File: src/rtl/vector_pkg.sv
// Shared control-unit types for the vector-game datapath controllers.
package vector_pkg;

  typedef enum logic [1:0] {
    ST_IDLE      = 2'd0,
    ST_FLYING    = 2'd1,
    ST_EXPLODING = 2'd2,
    ST_ARRIVED   = 2'd3
  } enemy_state_t;

  localparam int CNT_W = 4;

  // Terminal value of a modulo-n counter, in counter width.
  function automatic logic [CNT_W-1:0] cnt_last(input int n);
    return CNT_W'(n - 1);
  endfunction

endpackage

File: src/rtl/tick_counter.sv
// Modulo-N counter advanced by i_tick; i_clr wins over i_tick. o_tc flags the last count.
// Registered count, o_tc is a decode of it; no flow control.
module tick_counter
  import vector_pkg::*;
#(
  parameter int N = 4
) (
  input  logic clk,
  input  logic rst,
  input  logic i_clr,
  input  logic i_tick,
  output logic o_tc
);

  localparam logic [CNT_W-1:0] LP_LAST = cnt_last(N);

  logic [CNT_W-1:0] r_cnt;

  always_ff @(posedge clk or posedge rst) begin
    if (rst) begin
      r_cnt <= '0;
    end else if (i_clr) begin
      r_cnt <= '0;
    end else if (i_tick) begin
      if (r_cnt == LP_LAST) r_cnt <= '0;
      else                  r_cnt <= r_cnt + CNT_W'(1);
    end
  end

  assign o_tc = (r_cnt == LP_LAST);

endmodule

File: src/rtl/enemy_control.sv
// Per-enemy flight controller: spawn, step toward X_BASE on divided frame ticks, explode on hit.
// All outputs registered (one-edge latency); no backpressure, events are pulses.
module enemy_control
  import vector_pkg::*;
#(
  parameter int OUT_WIDTH              = 8,
  parameter int X_SPAWN                = 255,
  parameter int X_BASE                 = 0,
  parameter int STEP_DIV               = 4,
  parameter int DESTROY_ANIMATION_TIME = 3
) (
  input  logic                 clk,
  input  logic                 rst,
  input  logic                 frame_tick,
  input  logic                 spawn_req,
  input  logic [OUT_WIDTH-1:0] spawn_y,
  input  logic                 hit,
  output logic [OUT_WIDTH-1:0] xenemy,
  output logic [OUT_WIDTH-1:0] yenemy,
  output logic                 enemy_active,
  output logic                 enemy_exploding,
  output logic                 enemy_killed,
  output logic                 reached_base
);

  localparam logic [OUT_WIDTH-1:0] LP_X_SPAWN = OUT_WIDTH'(X_SPAWN);
  localparam logic [OUT_WIDTH-1:0] LP_X_BASE  = OUT_WIDTH'(X_BASE);

  enemy_state_t r_state, w_nxt_state;

  logic [OUT_WIDTH-1:0] r_x, r_y, w_nxt_x, w_nxt_y, w_x_dec;
  logic r_active, r_exploding, r_killed, r_reached;
  logic w_nxt_killed, w_nxt_reached;
  logic w_step_clr, w_step_tick, w_step_tc;
  logic w_anim_clr, w_anim_tick, w_anim_tc;

  tick_counter #(.N(STEP_DIV)) u_step_div (
    .clk    (clk),
    .rst    (rst),
    .i_clr  (w_step_clr),
    .i_tick (w_step_tick),
    .o_tc   (w_step_tc)
  );

  tick_counter #(.N(DESTROY_ANIMATION_TIME)) u_anim_timer (
    .clk    (clk),
    .rst    (rst),
    .i_clr  (w_anim_clr),
    .i_tick (w_anim_tick),
    .o_tc   (w_anim_tc)
  );

  assign w_x_dec = r_x - OUT_WIDTH'(1);

  always_comb begin
    w_nxt_state   = r_state;
    w_nxt_x       = r_x;
    w_nxt_y       = r_y;
    w_nxt_killed  = 1'b0;
    w_nxt_reached = 1'b0;
    w_step_clr    = 1'b0;
    w_step_tick   = 1'b0;
    w_anim_clr    = 1'b0;
    w_anim_tick   = 1'b0;
    case (r_state)
      ST_IDLE: begin
        if (spawn_req) begin
          w_nxt_state = ST_FLYING;
          w_nxt_y     = spawn_y;
          w_step_clr  = 1'b1;
        end
      end
      ST_FLYING: begin
        // A hit suppresses any step on the same cycle, so xenemy never lands on X_BASE here.
        if (hit) begin
          w_nxt_state  = ST_EXPLODING;
          w_nxt_killed = 1'b1;
          w_anim_clr   = 1'b1;
        end else if (frame_tick) begin
          w_step_tick = 1'b1;
          if (w_step_tc) begin
            w_nxt_x = w_x_dec;
            if (w_x_dec == LP_X_BASE) begin
              w_nxt_state   = ST_ARRIVED;
              w_nxt_reached = 1'b1;
            end
          end
        end
      end
      ST_EXPLODING: begin
        if (frame_tick) begin
          w_anim_tick = 1'b1;
          if (w_anim_tc) begin
            w_nxt_state = ST_IDLE;
            w_nxt_x     = LP_X_SPAWN;
          end
        end
      end
      ST_ARRIVED: begin
        w_nxt_state = ST_ARRIVED;
      end
      default: begin
        w_nxt_state = ST_IDLE;
      end
    endcase
  end

  always_ff @(posedge clk or posedge rst) begin
    if (rst) begin
      r_state     <= ST_IDLE;
      r_x         <= LP_X_SPAWN;
      r_y         <= '0;
      r_active    <= 1'b0;
      r_exploding <= 1'b0;
      r_killed    <= 1'b0;
      r_reached   <= 1'b0;
    end else begin
      r_state     <= w_nxt_state;
      r_x         <= w_nxt_x;
      r_y         <= w_nxt_y;
      r_active    <= (w_nxt_state == ST_FLYING);
      r_exploding <= (w_nxt_state == ST_EXPLODING);
      r_killed    <= w_nxt_killed;
      r_reached   <= w_nxt_reached;
    end
  end

  assign xenemy          = r_x;
  assign yenemy          = r_y;
  assign enemy_active    = r_active;
  assign enemy_exploding = r_exploding;
  assign enemy_killed    = r_killed;
  assign reached_base    = r_reached;

endmodule

File: config.mk
export PLATFORM = sky130hd
export DESIGN_NAME = enemy_control
export DESIGN_NICKNAME = d
export VERILOG_FILES = /design/src/rtl/vector_pkg.sv /design/src/rtl/tick_counter.sv /design/src/rtl/enemy_control.sv
export SDC_FILE = /design/constraint.sdc
export NUM_CORES = 1
export LEC_CHECK = 0
export CELL_PAD_IN_SITES_DETAIL_PLACEMENT = 1
export CELL_PAD_IN_SITES_GLOBAL_PLACEMENT = 1
export CORE_UTILIZATION = 34
export CTS_CLUSTER_SIZE = 24
export DETAILED_ROUTE_END_ITERATION = 6
export GPL_TIMING_DRIVEN = 0
export PLACE_DENSITY = 0.82
export SYNTH_ARGS = -nofsm -noshare
export SYNTH_HDL_FRONTEND = slang
export SYNTH_SLANG_ARGS = --single-unit
File: constraint.sdc
create_clock -name clk -period 1.7 [get_ports clk]
set_input_delay 0.255 -clock clk [delete_from_list [all_inputs] [get_ports clk]]
set_output_delay 0.255 -clock clk [all_outputs]
set_load 0.02 [all_outputs]
# Yosys cells after proc, flatten, opt, wreduce, memory -nomap -nowiden
# Cells that the tools add are included.
[op_classes] addsub=3 eq_ne=12 n_mux=33 reduce_logical=7
[ops] operator="8-bit two-way mux" n=5
[ops] operator="4-bit two-way mux" n=6
[ops] operator="8-bit one-hot mux with 2 select lines" n=1
[ops] operator="2-bit two-way mux" n=7
[ops] operator="1-bit two-way mux" n=13
[ops] operator="4-bit by 1-bit adder with 4-bit output, second input constant" n=2
[ops] operator="4-bit by 2-bit == test with 1-bit output, second input constant" n=2
[ops] operator="8-bit zero test" n=1
[ops] operator="2-bit one-hot mux with 4 select lines" n=1
[ops] operator="8-bit by 1-bit subtractor with 8-bit output, second input constant" n=1
[ops] operator="2-bit == test, second input constant" n=3
[ops] operator="2-bit != test, second input constant" n=3
[ops] operator="6-bit AND reduction" n=1
[ops] operator="2-bit nonzero test" n=3
[ops] operator="2-bit by 1-bit == test with 1-bit output, second input constant" n=2
[ops] operator="2-bit by 1-bit != test with 1-bit output, second input constant" n=2
[ops] operator="2-bit zero test" n=1
[ops] operator="2-bit AND reduction" n=1
[totals] register_bits=30 word_cells=64

# Longest topological paths before layout
# Gate-level depths: netlist (run 1).
[depth] depth_word=8 ltp_mapped=8 ltp_nobuf=7

# Modules after synthesis
# From an unflattened synthesis (run 1), not the netlist that was laid out.
[hier_totals] cells_unflattened=146 area_unflattened_um2=1582.8
[by_module_without_submodules] module="enemy_control" n_inst=1 cells_each=103 area_each_um2=1126.1 seq_area_each_um2=560.5
[by_module_without_submodules] module="tick_counter (u_anim_timer)" n_inst=1 cells_each=24 area_each_um2=246.5 seq_area_each_um2=100.1
[by_module_without_submodules] module="tick_counter (u_step_div)" n_inst=1 cells_each=19 area_each_um2=210.2 seq_area_each_um2=100.1

# Worst setup path after synthesis (run 1)
# No wires, ideal clock.
[synth_path] kind="register -> register" from="register r_x[0], in the netlist xenemy[0]" to="register r_state[1]" setup_time_ps=119 t_arrival_ps=1794 required_time_ps=1581 path_slack_ps=-213 path_stages_with_launch=9 n_path_buf=1 path_cell_list="dfstp_2 -> buf_2 -> inv_1 -> ha_1 -> nand2_1 -> nor3_1 -> o31ai_1 -> o21bai_1 -> a21bo_1"
[synth_between] elab_chain_len=7
[synth_rtl] item="from (decl)" line="enemy_control.sv:31" text="logic [OUT_WIDTH-1:0] r_x, r_y, w_nxt_x, w_nxt_y, w_x_dec;"
[synth_rtl] item="from (signal assigned)" line="enemy_control.sv:119" text="r_x <= w_nxt_x;"
[synth_rtl] item="8-bit by 1-bit subtractor with 8-bit output" line="enemy_control.sv:53" text="assign w_x_dec = r_x - OUT_WIDTH'(1);"
[synth_rtl] item="8-bit zero test" line="enemy_control.sv:83" text="if (w_x_dec == LP_X_BASE) begin"
[synth_rtl] item="2-bit two-way mux" line="enemy_control.sv:83"
[synth_rtl] item="2-bit two-way mux" line="enemy_control.sv:81" text="if (w_step_tc) begin"
[synth_rtl] item="2-bit two-way mux" line="enemy_control.sv:79" text="end else if (frame_tick) begin"
[synth_rtl] item="2-bit two-way mux" line="enemy_control.sv:75" text="if (hit) begin"
[synth_rtl] item="2-bit one-hot mux with 4 select lines" line="enemy_control.sv:65" text="case (r_state)"
[synth_rtl] item="named net w_nxt_state[1]" line="enemy_control.sv:29" text="enemy_state_t r_state, w_nxt_state;"
[synth_rtl] item="to (signal assigned)" line="enemy_control.sv:118" text="r_state <= w_nxt_state;"
[synth_rtl] item="to (decl)" line="enemy_control.sv:29"
# The timed path passes the listed nets, and every way through them passes these cells.
# A chain may end at the register's enable or synchronous reset.

# Final worst setup path (run 1)
[layout_path] from="register r_x[1], in the netlist xenemy[1]" to="register r_state[1]"
# The elaborated chain is that of the path after synthesis.

==> metrics.md, run 1 <==
| Metric | Value |
|---|---|
| Status | finished, violations left |
| Failing checks | setup timing |
| Crit. End Element | flip-flop |
| Max Clock Skew | 0.008338 ns |
| DRT iter0 DRCs | 69 |
| Pleak | 0.9677 nW |
| Power Total | 3.735 mW |
| Final Hold Vio Count | 0 |
| Pwr/cell area | 1690 nW/um2 |
| Unrepaired setup endpoints after global routing | true |
| Clk pin slew, worst setup/hold paths | 0.07 ns |
| Clk_lat worst skew | 0.29 ns |
| Total Die Area | 4773 um2 |
| Peak Freq | 564.7 MHz |
| Critical path required time | 1.93 ns |
| Crit Path Max Fanout | 6 |
| Worst Hold Class | in2reg |
| IO buf count | 31 |
| Vias in the first global route | 1361 |
| Drt wl/cell | 15.77 um |
| EDFF count, synth | 0 |
| Max clock buf depth | 2 |
| CTS tree | built |
| #FFs+latches synth | 30 |
| CP startpoint kind | flip-flop |
| Maxcap violations | 0 |
| Unique masters post-synth | 34 |
| Worst Max-Slew Pin Slew | 1.141 ns |
| Routed Antenna Nets | 0 |
| Die W | 69.09 um |
| Worst rel slew slack | 23.82% |
| Core area | 4354 um2 |
| Final Wtd Congestion | 0.7532 |
| Critical path's slowest cell | dfstp_2 |
| First-pass GRT wire length | 6810 um |
| FFs w/ async S/R, synth | 100.0% |
| Ratio of final minimum period to clock period | 104.2% |
| Area contributors post-synth | dfrtp_1 36%, dfstp_2 14%, nand2_1 9.8%, ha_1 4.1%, o21ai_0 3.9% |
| Initial antenna violation count | 0 |
| Largest net degree at the start of global routing | 31 |
| Synth-to-layout area growth | 44.40% |
| Row count | 24 |
| Count of hold-fix buffers inserted at cts | 0 |
| Final wirelength | 4210 um |
| Crit path time final | 1.771 ns |
| Post-synthesis sequential area ratio | 49.71% |
| Vias per cell | 5.236 |
| CP peak stage delay | 0.54 ns |
| Remaining Overflow, GRT | 0 |
| Avg Cell Area, Syn | 9.218 um2 |
| Syn Inst Count | 166 |
| Most used DFF post-synth | dfrtp_1 |
| VDD IR max | 0.6429 mV |
| # DRC | 0 |
| Net Count, Synth | 184 |
| Critical setup path kind | reg2reg |
| Htree depth | 2 |
| Post-place setup slack | -0.2173 ns |
| Num CTS Buffers | 5 |
| Synth warnings | 0 |
| Post-synth top area share | 35.98% |
| Setup violators final | 2 |
| Final #Nets | 232 |
| Post-synth top area cell | dfrtp_1 |
| Arrival time at the worst endpoint | 2.00 ns |
| Fraction of layout cells with a size suffix above 1 | 23.72% |
| Ant diodes | 0 |
| Final WS setup | -0.07088 ns |
| CTS root buf | clkbuf_8 |
| Crit-path cells | buf_6, inv_2, ha_4, o41ai_2, nand3_1, o21bai_1, a21bo_1 |
| I/O pins | 33 |
| Total GRT Usage | 18.11% |
| Via Count | 1398 |
| Hpwl dp | 2608 um |
| Post-Syn Area | 1530 um2 |
| 1st-pass router iterations | 4 |
| CTS Sinks | 30 |
| Starting Density | 35.14% |
| Slew Viols, Final | 0 |
| Die height | 69.09 um |
-- cells by family (layout without fill, tap and decap cells) --
| logic type | Yosys count | in the layout | share of synthesized area, % |
|---|---|---|---|
| fa+ha+maj | 5 | 5 | 4.088 |
| buf+inv | 11 | 60 | 3.434 |
| compound gates | 38 | 38 | 15.37 |
| xor+xnor | 2 | 2 | 1.145 |
| flops | 30 | 30 | 49.71 |
| simple gates | 80 | 80 | 26.25 |
-- registers in the layout (all words and copies together), names as in the netlist --
name                cells
yenemy                  8
enemy_killed            1
reached_base            1
r_state                 2
enemy_active            1
u_step_div.r_cnt        4
enemy_exploding         1
u_anim_timer.r_cnt      4
xenemy                  8
-- through the flow --
| step | hold slack (ns) | util [%] | TNS (ns) | instances | instance area, um2 |
|---|---|---|---|---|---|
| global placement | 0.4590 | 44.51 | -1.525 | 249 | 1938 |
| CTS | 0.4076 | 47.44 | 0 | 260 | 2066 |
| floorplan | 0.3399 | - | 0 | 166 | 1563 |
| detailed placement | 0.4659 | 44.51 | -1.760 | 249 | 1938 |
| global route | 0.4595 | 50.75 | -0.6232 | 267 | 2210 |
| finish | 0.4230 | 50.75 | -0.1115 | 267 | 2210 |
-- worst paths after layout --
path / end / cells past startpoint / startpoint / slack, ns
worst max-delay path: r_state[1]$_DFF_PP0_ / 7 / xenemy[1]$_DFFE_PP1P_ / -0.07
worst min-delay path: u_step_div.r_cnt[1]$_DFFE_PP0P_ / 3 / frame_tick / 0.42
worst max register to register: r_state[1]$_DFF_PP0_ / 7 / xenemy[1]$_DFFE_PP1P_ / -0.07
worst min register to register: yenemy[2]$_DFFE_PP0P_ / 2 / yenemy[2]$_DFFE_PP0P_ / 0.48
max in group asynchronous: u_anim_timer.r_cnt[2]$_DFFE_PP0P_ / 2 / rst / 0.44
min in group asynchronous: u_step_div.r_cnt[0]$_DFFE_PP0P_ / 2 / rst / 0.57
-- worst max-delay path: cells and delay by family (launching register included) --
family | cells | cell delay [ns]
buffers and inverters | 2 | 0.14
flip-flops | 1 | 0.54
AND/OR/NAND/NOR | 1 | 0.20
AO/OA/AOI/OAI | 3 | 0.65
adder cells (fa/ha/maj) | 1 | 0.18
-- metal layers --
layer | up-vias | GRT usage [%] | wire length, um
li1 | 669 | - | -
met1 | 689 | 23.06 | 1866
met2 | 33 | 29.23 | 2091
met3 | 7 | 4.971 | 167
met4 | 0 | 6.803 | 84
met5 | - | 0 | 0
-- synth_stat cells, drive strengths merged, types with 2 or more instances --
cell and instances:
o21bai 2, nor2 8, buf 4, o31ai 2, inv 5, nand2b 3
o41ai 4, dfstp 8, nand2 40, o21ai 16, ha 5, a21oi 10
xor2 2, nor3 7, nor3b 6, nand3b 2, clkbuf 2, nand3 9
dfrtp 22
-- what timing repair did --
item,CTS,global route
pin swaps,3,6
resized for setup,9,22
buffers inserted,3,7
setup endpoints to repair,13,15
-- layout make-up --
class / instances / area, um2
buffer: 6 / 47.55
clock buffer: 8 / 90.09
fill: 493 / 2145
inverter: 5 / 18.77
multi-input combinational: 125 / 835.8
sequential: 30 / 760.7
tap: 52 / 65.06
timing repair buffer: 41 / 391.6
-- cells in the final DEF (no fill, tap or decap), types with 6 or more instances in the layout --
master	n
nor2_1	8
nand3_1	8
o21ai_0	10
a21oi_1	9
buf_4	8
clkbuf_8	6
dfrtp_1	22
dfstp_2	8
nand2_1	39
clkdlybuf4s50_1	24
-- where the power goes --
part,switching [mW],internal (mW),total (mW)
combinational,0.898,0.841,1.74
clock,0.270,0.330,0.600
sequential,0.337,1.06,1.40
Note: power is estimated with default switching activity, not from simulation.
==> run 2, diff against run 1 <==
CORE_MARGIN = 2   (was default)
==> metrics.md, run 2 (synthesized netlist as in run 1, its figures left out) <==
| Metric | Value |
|---|---|
| Status | finished, violations left |
| Failing checks | setup timing |
| Comb power frac | 47.4% |
| Clk pin slew, worst setup/hold paths | 0.07 ns |
| Most common cell after layout, fill and taps aside | nand2_1 |
| Final #Nets | 237 |
| Final Hold Vio Count | 0 |
| Fraction of layout cells with a size suffix above 1 | 27.73% |
| Row count | 24 |
| Via Count | 1426 |
| Htree depth | 2 |
| I/O pins | 33 |
| Final WS setup | -0.06973 ns |
| Remaining Overflow, GRT | 0 |
| Final Instance Area | 2278 um2 |
| Hpwl dp | 2604 um |
| Most frequent cells in the layout | 39 x nand2_1, 24 x clkdlybuf4s50_1, 22 x dfrtp_1, 14 x buf_4 |
| Peak Freq | 565.1 MHz |
| Starting Density | 35.14% |
| First-pass GRT wire length | 6499 um |
| Crit path time final | 1.770 ns |
| Max clock buf depth | 2 |
| Routed Antenna Nets | 0 |
| Placed insts | 249 |
| Final wirelength | 4437 um |
| Final setup TNS | -0.08588 ns |
| Util after Layout | 52.33% |
| Slew Viols, Final | 0 |
| Worst Hold Class | reg2reg |
| Ratio of final minimum period to clock period | 104.1% |
| Pint | 2.262 mW |
| 1st-pass router iterations | 4 |
| Drt wl/cell | 16.31 um |
| Ant diodes | 0 |
| Die height | 71.09 um |
| Largest net degree at the start of global routing | 31 |
| Final Wtd Congestion | 0.7631 |
| Critical setup path kind | reg2reg |
| Vias per cell | 5.243 |
| Setup violators final | 3 |
| Die W | 71.09 um |
| CTS tree | built |
| Arrival time at the worst endpoint | 2.00 ns |
| Power Total | 3.803 mW |
| Total Die Area | 5053 um2 |
| Sequential power share | 36.4% |
| Maxcap violations | 0 |
| Num CTS Buffers | 5 |
| IO buf count | 31 |
| Max Clock Skew | 0.003791 ns |
| Sw power | 1.541 mW |
| Unrepaired setup endpoints after global routing | true |
| Crit Path Max Fanout | 9 |
| Worst rel slew slack | 22.07% |
| Switching share of power | 40.52% |
| CTS Sinks | 30 |
| CP startpoint kind | flip-flop |
| Crit. End Element | flip-flop |
| Pwr/cell area | 1669 nW/um2 |
| Filler-free cell count of the finished design | 272 |
| CTS root buf | clkbuf_8 |
| Vias in the first global route | 1318 |
| VDD IR max | 0.7176 mV |
| Pleak | 0.9843 nW |
| Synth-to-layout area growth | 48.90% |
| Cell Area, Placed | 1938 um2 |
| Total GRT Usage | 16.74% |
| Critical path required time | 1.93 ns |
| Clk_lat worst skew | 0.29 ns |
| DRT iter0 DRCs | 63 |
| Worst Max-Slew Pin Slew | 1.168 ns |
| Core area | 4354 um2 |
| # DRC | 0 |
| Initial antenna violation count | 0 |
| Clock Power Share | 16.2% |
| Count of hold-fix buffers inserted at cts | 0 |
[run 2: changes by cell type in the layout (fill, tap and decap cells not counted), sizes merged]
cell          previous run  this run
clkbuf                  10         9
dlygate4sd2              5         6
clkinvlp                 0         1
dlymetal6s2s             2         1
buf                     14        18
clkinv                   0         1
[run 2: path summary, 6_finish.rpt]
kind                                  startpoint  cells after the start  slack (ns)                                end
hold / removal             yenemy[2]$_DFFE_PP0P_                      2        0.49              yenemy[2]$_DFFE_PP0P_
max in group asynchronous                    rst                      2        0.43  u_anim_timer.r_cnt[0]$_DFFE_PP0P_
setup / recovery           xenemy[2]$_DFFE_PP1P_                      6       -0.07               r_state[1]$_DFF_PP0_
setup reg to reg           xenemy[2]$_DFFE_PP1P_                      6       -0.07               r_state[1]$_DFF_PP0_
min in group asynchronous                    rst                      2        0.58             enemy_killed$_DFF_PP0_
hold reg to reg            yenemy[2]$_DFFE_PP0P_                      2        0.49              yenemy[2]$_DFFE_PP0P_
[run 2: through the flow]
step | setup WS, ns | hold slack (ns)
4_1_cts | -0.04607 | 0.4523
6_report | -0.06973 | 0.4855
3_3_place_gp | -0.1790 | 0.4576
3_5_place_dp | -0.2042 | 0.4655
5_1_grt | -0.1245 | 0.5043
2_1_floorplan | 0.006368 | 0.3399
[run 2: layout make-up]
class	count	area [um2]
plain buffers	6	48.80
clock buffers	6	82.58
clock inverters	2	12.51
fillers	509	2076
inverters	5	23.77
multi-input cells	125	859.6
flip-flops and latches	30	760.7
well taps	52	65.06
repair buffers	46	425.4
[run 2: per-layer routing]
layer	wire length (um)	GRT usage, %
met5	0	0
met4	55	6.918
met3	117	3.846
met2	2255	26.69
met1	2008	21.99
[run 2: power groups by stage]
stage | Clock, mW | Combinational (mW) | Sequential [mW]
global route | 0.655 | 1.97 | 1.44
floorplan | 0 | 0.687 | 1.55
detailed placement | 0 | 1.51 | 1.35
global placement | 0 | 1.47 | 1.33
CTS | 0.627 | 1.52 | 1.35
finish | 0.616 | 1.80 | 1.38
[run 2: worst max-delay path, cell delays in order (launching register included)]
cell and delay, ns:
dfstp_2 0.37, buf_6 0.13, or3_4 0.40, o41ai_4 0.27, o31ai_4 0.14, o21bai_1 0.24
a21bo_1 0.16
[run 2: timing repair]
| item | CTS | global route |
|---|---|---|
| pin swaps | 3 | 17 |
| endpoints found under the hold margin | 0 | 0 |
| setup buffers | 2 | 13 |
| gates resized for setup | 12 | 28 |
| setup endpoints to repair | 16 | 12 |
==> run 3, diff against run 2 <==
CORE_UTILIZATION = 42   (was 34)
DONT_BUFFER_PORTS = 1   (was default)
PLACE_DENSITY = 0.81   (was 0.82)
REMOVE_ABC_BUFFERS = 1   (was default)
==> metrics.md, run 3 (synthesized netlist as in run 1, its figures left out) <==
| Metric | Value |
|---|---|
| Unrepaired setup endpoints after global routing | true |
| Remaining Overflow, GRT | 0 |
| Pwr/cell area | 1741 nW/um2 |
| Synth-to-layout area growth | 14.47% |
| Status | finished, violations left |
| Failing checks | setup timing |
| Final #Nets | 191 |
| Peak Freq | 551.4 MHz |
| Reg2Reg Setup Slack | -0.11 ns |
| Crit-path cells | inv_2, ha_4, o21bai_1, a21oi_1, o31ai_2, o21ai_1, nand2_1 |
| Worst Hold End | yenemy[2]$_DFFE_PP0P_ |
| CTS tree | built |
| First-pass GRT wire length | 6058 um |
| Die W | 64.36 um |
| Final Wtd Congestion | 0.7944 |
| Clk_lat worst skew | 0.34 ns |
| Worst rel slew slack | 24.88% |
| Reg2Reg Depth | 7 |
| 1st-pass router iterations | 4 |
| CTS root buf | clkbuf_4 |
| Buf/Inv on CP | 1 |
| I/O pins | 33 |
| Crit. End Element | flip-flop |
| Final WS setup | -0.1136 ns |
| CP startpoint kind | flip-flop |
| Final wirelength | 3738 um |
| Fraction of layout cells with a size suffix above 1 | 24.71% |
| Pleak | 0.7402 nW |
| Die height | 64.36 um |
| Worst Hold Class | in2reg |
| Starting Density | 44.80% |
| Num CTS Buffers | 5 |
| Setup violators final | 3 |
| Via Count | 1267 |
| CP peak stage delay | 0.67 ns |
| Util after Layout | 51.28% |
| Clk pin slew, worst setup/hold paths | 0.10 ns |
| Filler instances | 407 |
| Critical setup path kind | reg2reg |
| Most common cell after layout, fill and taps aside | nand2_1 |
| Ratio of final minimum period to clock period | 106.7% |
| Hold Path Depth | 2 |
| Hpwl dp | 2492 um |
| Slew Viols, Final | 0 |
| Ant diodes | 0 |
| Maxcap violations | 0 |
| Arrival time at the worst endpoint | 2.01 ns |
| Worst Min Path Start | spawn_y[2] |
| Total GRT Usage | 18.99% |
| Final Hold Vio Count | 0 |
| Row count | 21 |
| Critical path's slowest cell | dfstp_2 |
| Worst Max-Slew Pin Slew | 1.126 ns |
| FF-to-FF End | enemy_active$_DFF_PP0_ |
| Worst r2r src | xenemy[1]$_DFFE_PP1P_ |
| Crit Path Max Fanout | 7 |
| VDD IR max | 0.5623 mV |
| Initial antenna violation count | 0 |
| Routed Antenna Nets | 0 |
| Top delay family on crit path | flip-flops |
| IO buf count | 0 |
| Critical path required time | 1.89 ns |
| Power Total | 3.049 mW |
| Core area | 3416 um2 |
| Count of hold-fix buffers inserted at cts | 0 |
| Vias per cell | 5.759 |
| Largest net degree at the start of global routing | 31 |
| # DRC | 0 |
| Most frequent cells in the layout | 39 x nand2_1, 22 x dfrtp_1, 9 x o21ai_0 |
| Total Die Area | 4142 um2 |
| Htree depth | 2 |
| Max clock buf depth | 2 |
| Crit path time final | 1.814 ns |
| Max Clock Skew | 0.006298 ns |
| Vias in the first global route | 1333 |
| Final setup TNS | -0.2278 ns |
| CTS Sinks | 30 |
| Drt wl/cell | 16.99 um |
| DRT iter0 DRCs | 34 |
run 3: cell count changes in the layout (fill, tap and decap cells not counted), moves of 3 or more:
cell / previous run / this run
o21ai_2: 4 / 1
clkbuf_8: 6 / 1
buf_6: 3 / 0
clkbuf_4: 1 / 5
clkdlybuf4s50_1: 24 / 0
buf_4: 14 / 4
dlygate4sd2_1: 6 / 0
run 3: power by group:
group / leakage (nW) / internal, mW / total [mW] / switching, mW
clock: 0.0353 / 0.200 / 0.451 / 0.251
combinational: 0.339 / 0.419 / 0.880 / 0.461
sequential: 0.366 / 1.06 / 1.72 / 0.655
run 3: routing by layer:
metal / vias to the layer above / routed length (um) / track usage [%]
li1: 588 / - / -
met1: 641 / 1406 / 20.68
met2: 29 / 2081 / 35.42
met3: 9 / 173 / 4.401
met4: 0 / 77 / 7.181
met5: - / 0 / 0
run 3: repair_timing:
action / in CTS / in global routing
resized for setup: 12 / 13
pin swaps: 7 / 2
setup buffers: 4 / 2
setup endpoints to repair: 8 / 10
cloned: 0 / 0
run 3: worst max path at each step:
stage / depth (start not counted) / end / from
floorplan: 7 / r_state[1]$_DFF_PP0_ / xenemy[0]$_DFFE_PP1P_
global placement: 6 / enemy_active$_DFF_PP0_ / xenemy[0]$_DFFE_PP1P_
detailed placement: 6 / enemy_active$_DFF_PP0_ / xenemy[0]$_DFFE_PP1P_
CTS: 7 / r_state[1]$_DFF_PP0_ / xenemy[1]$_DFFE_PP1P_
global route: 7 / enemy_active$_DFF_PP0_ / xenemy[0]$_DFFE_PP1P_
finish: 7 / enemy_active$_DFF_PP0_ / xenemy[1]$_DFFE_PP1P_
run 3: stage by stage:
step / instances / hold WS [ns] / setup WS (ns) / area (um2)
finish: 220 / 0.02388 / -0.1136 / 1752
global route: 220 / 0.03052 / -0.2184 / 1752
CTS: 218 / 0.01978 / -0.06000 / 1698
detailed placement: 206 / 0.3714 / -0.4136 / 1554
global placement: 206 / 0.3626 / -0.3733 / 1554
floorplan: 160 / 0.3399 / -0.1131 / 1496
run 3: final cells by class:
type	instances	area (um2)	area share [%]
multi-input combinational	125	810.8	46.29
sequential	30	760.7	43.43
tap	46	57.56	3.286
clock buffer	7	55.05	3.143
timing repair buffer	6	43.79	2.500
inverter	5	18.77	1.071
clock inverter	1	5.005	0.2857
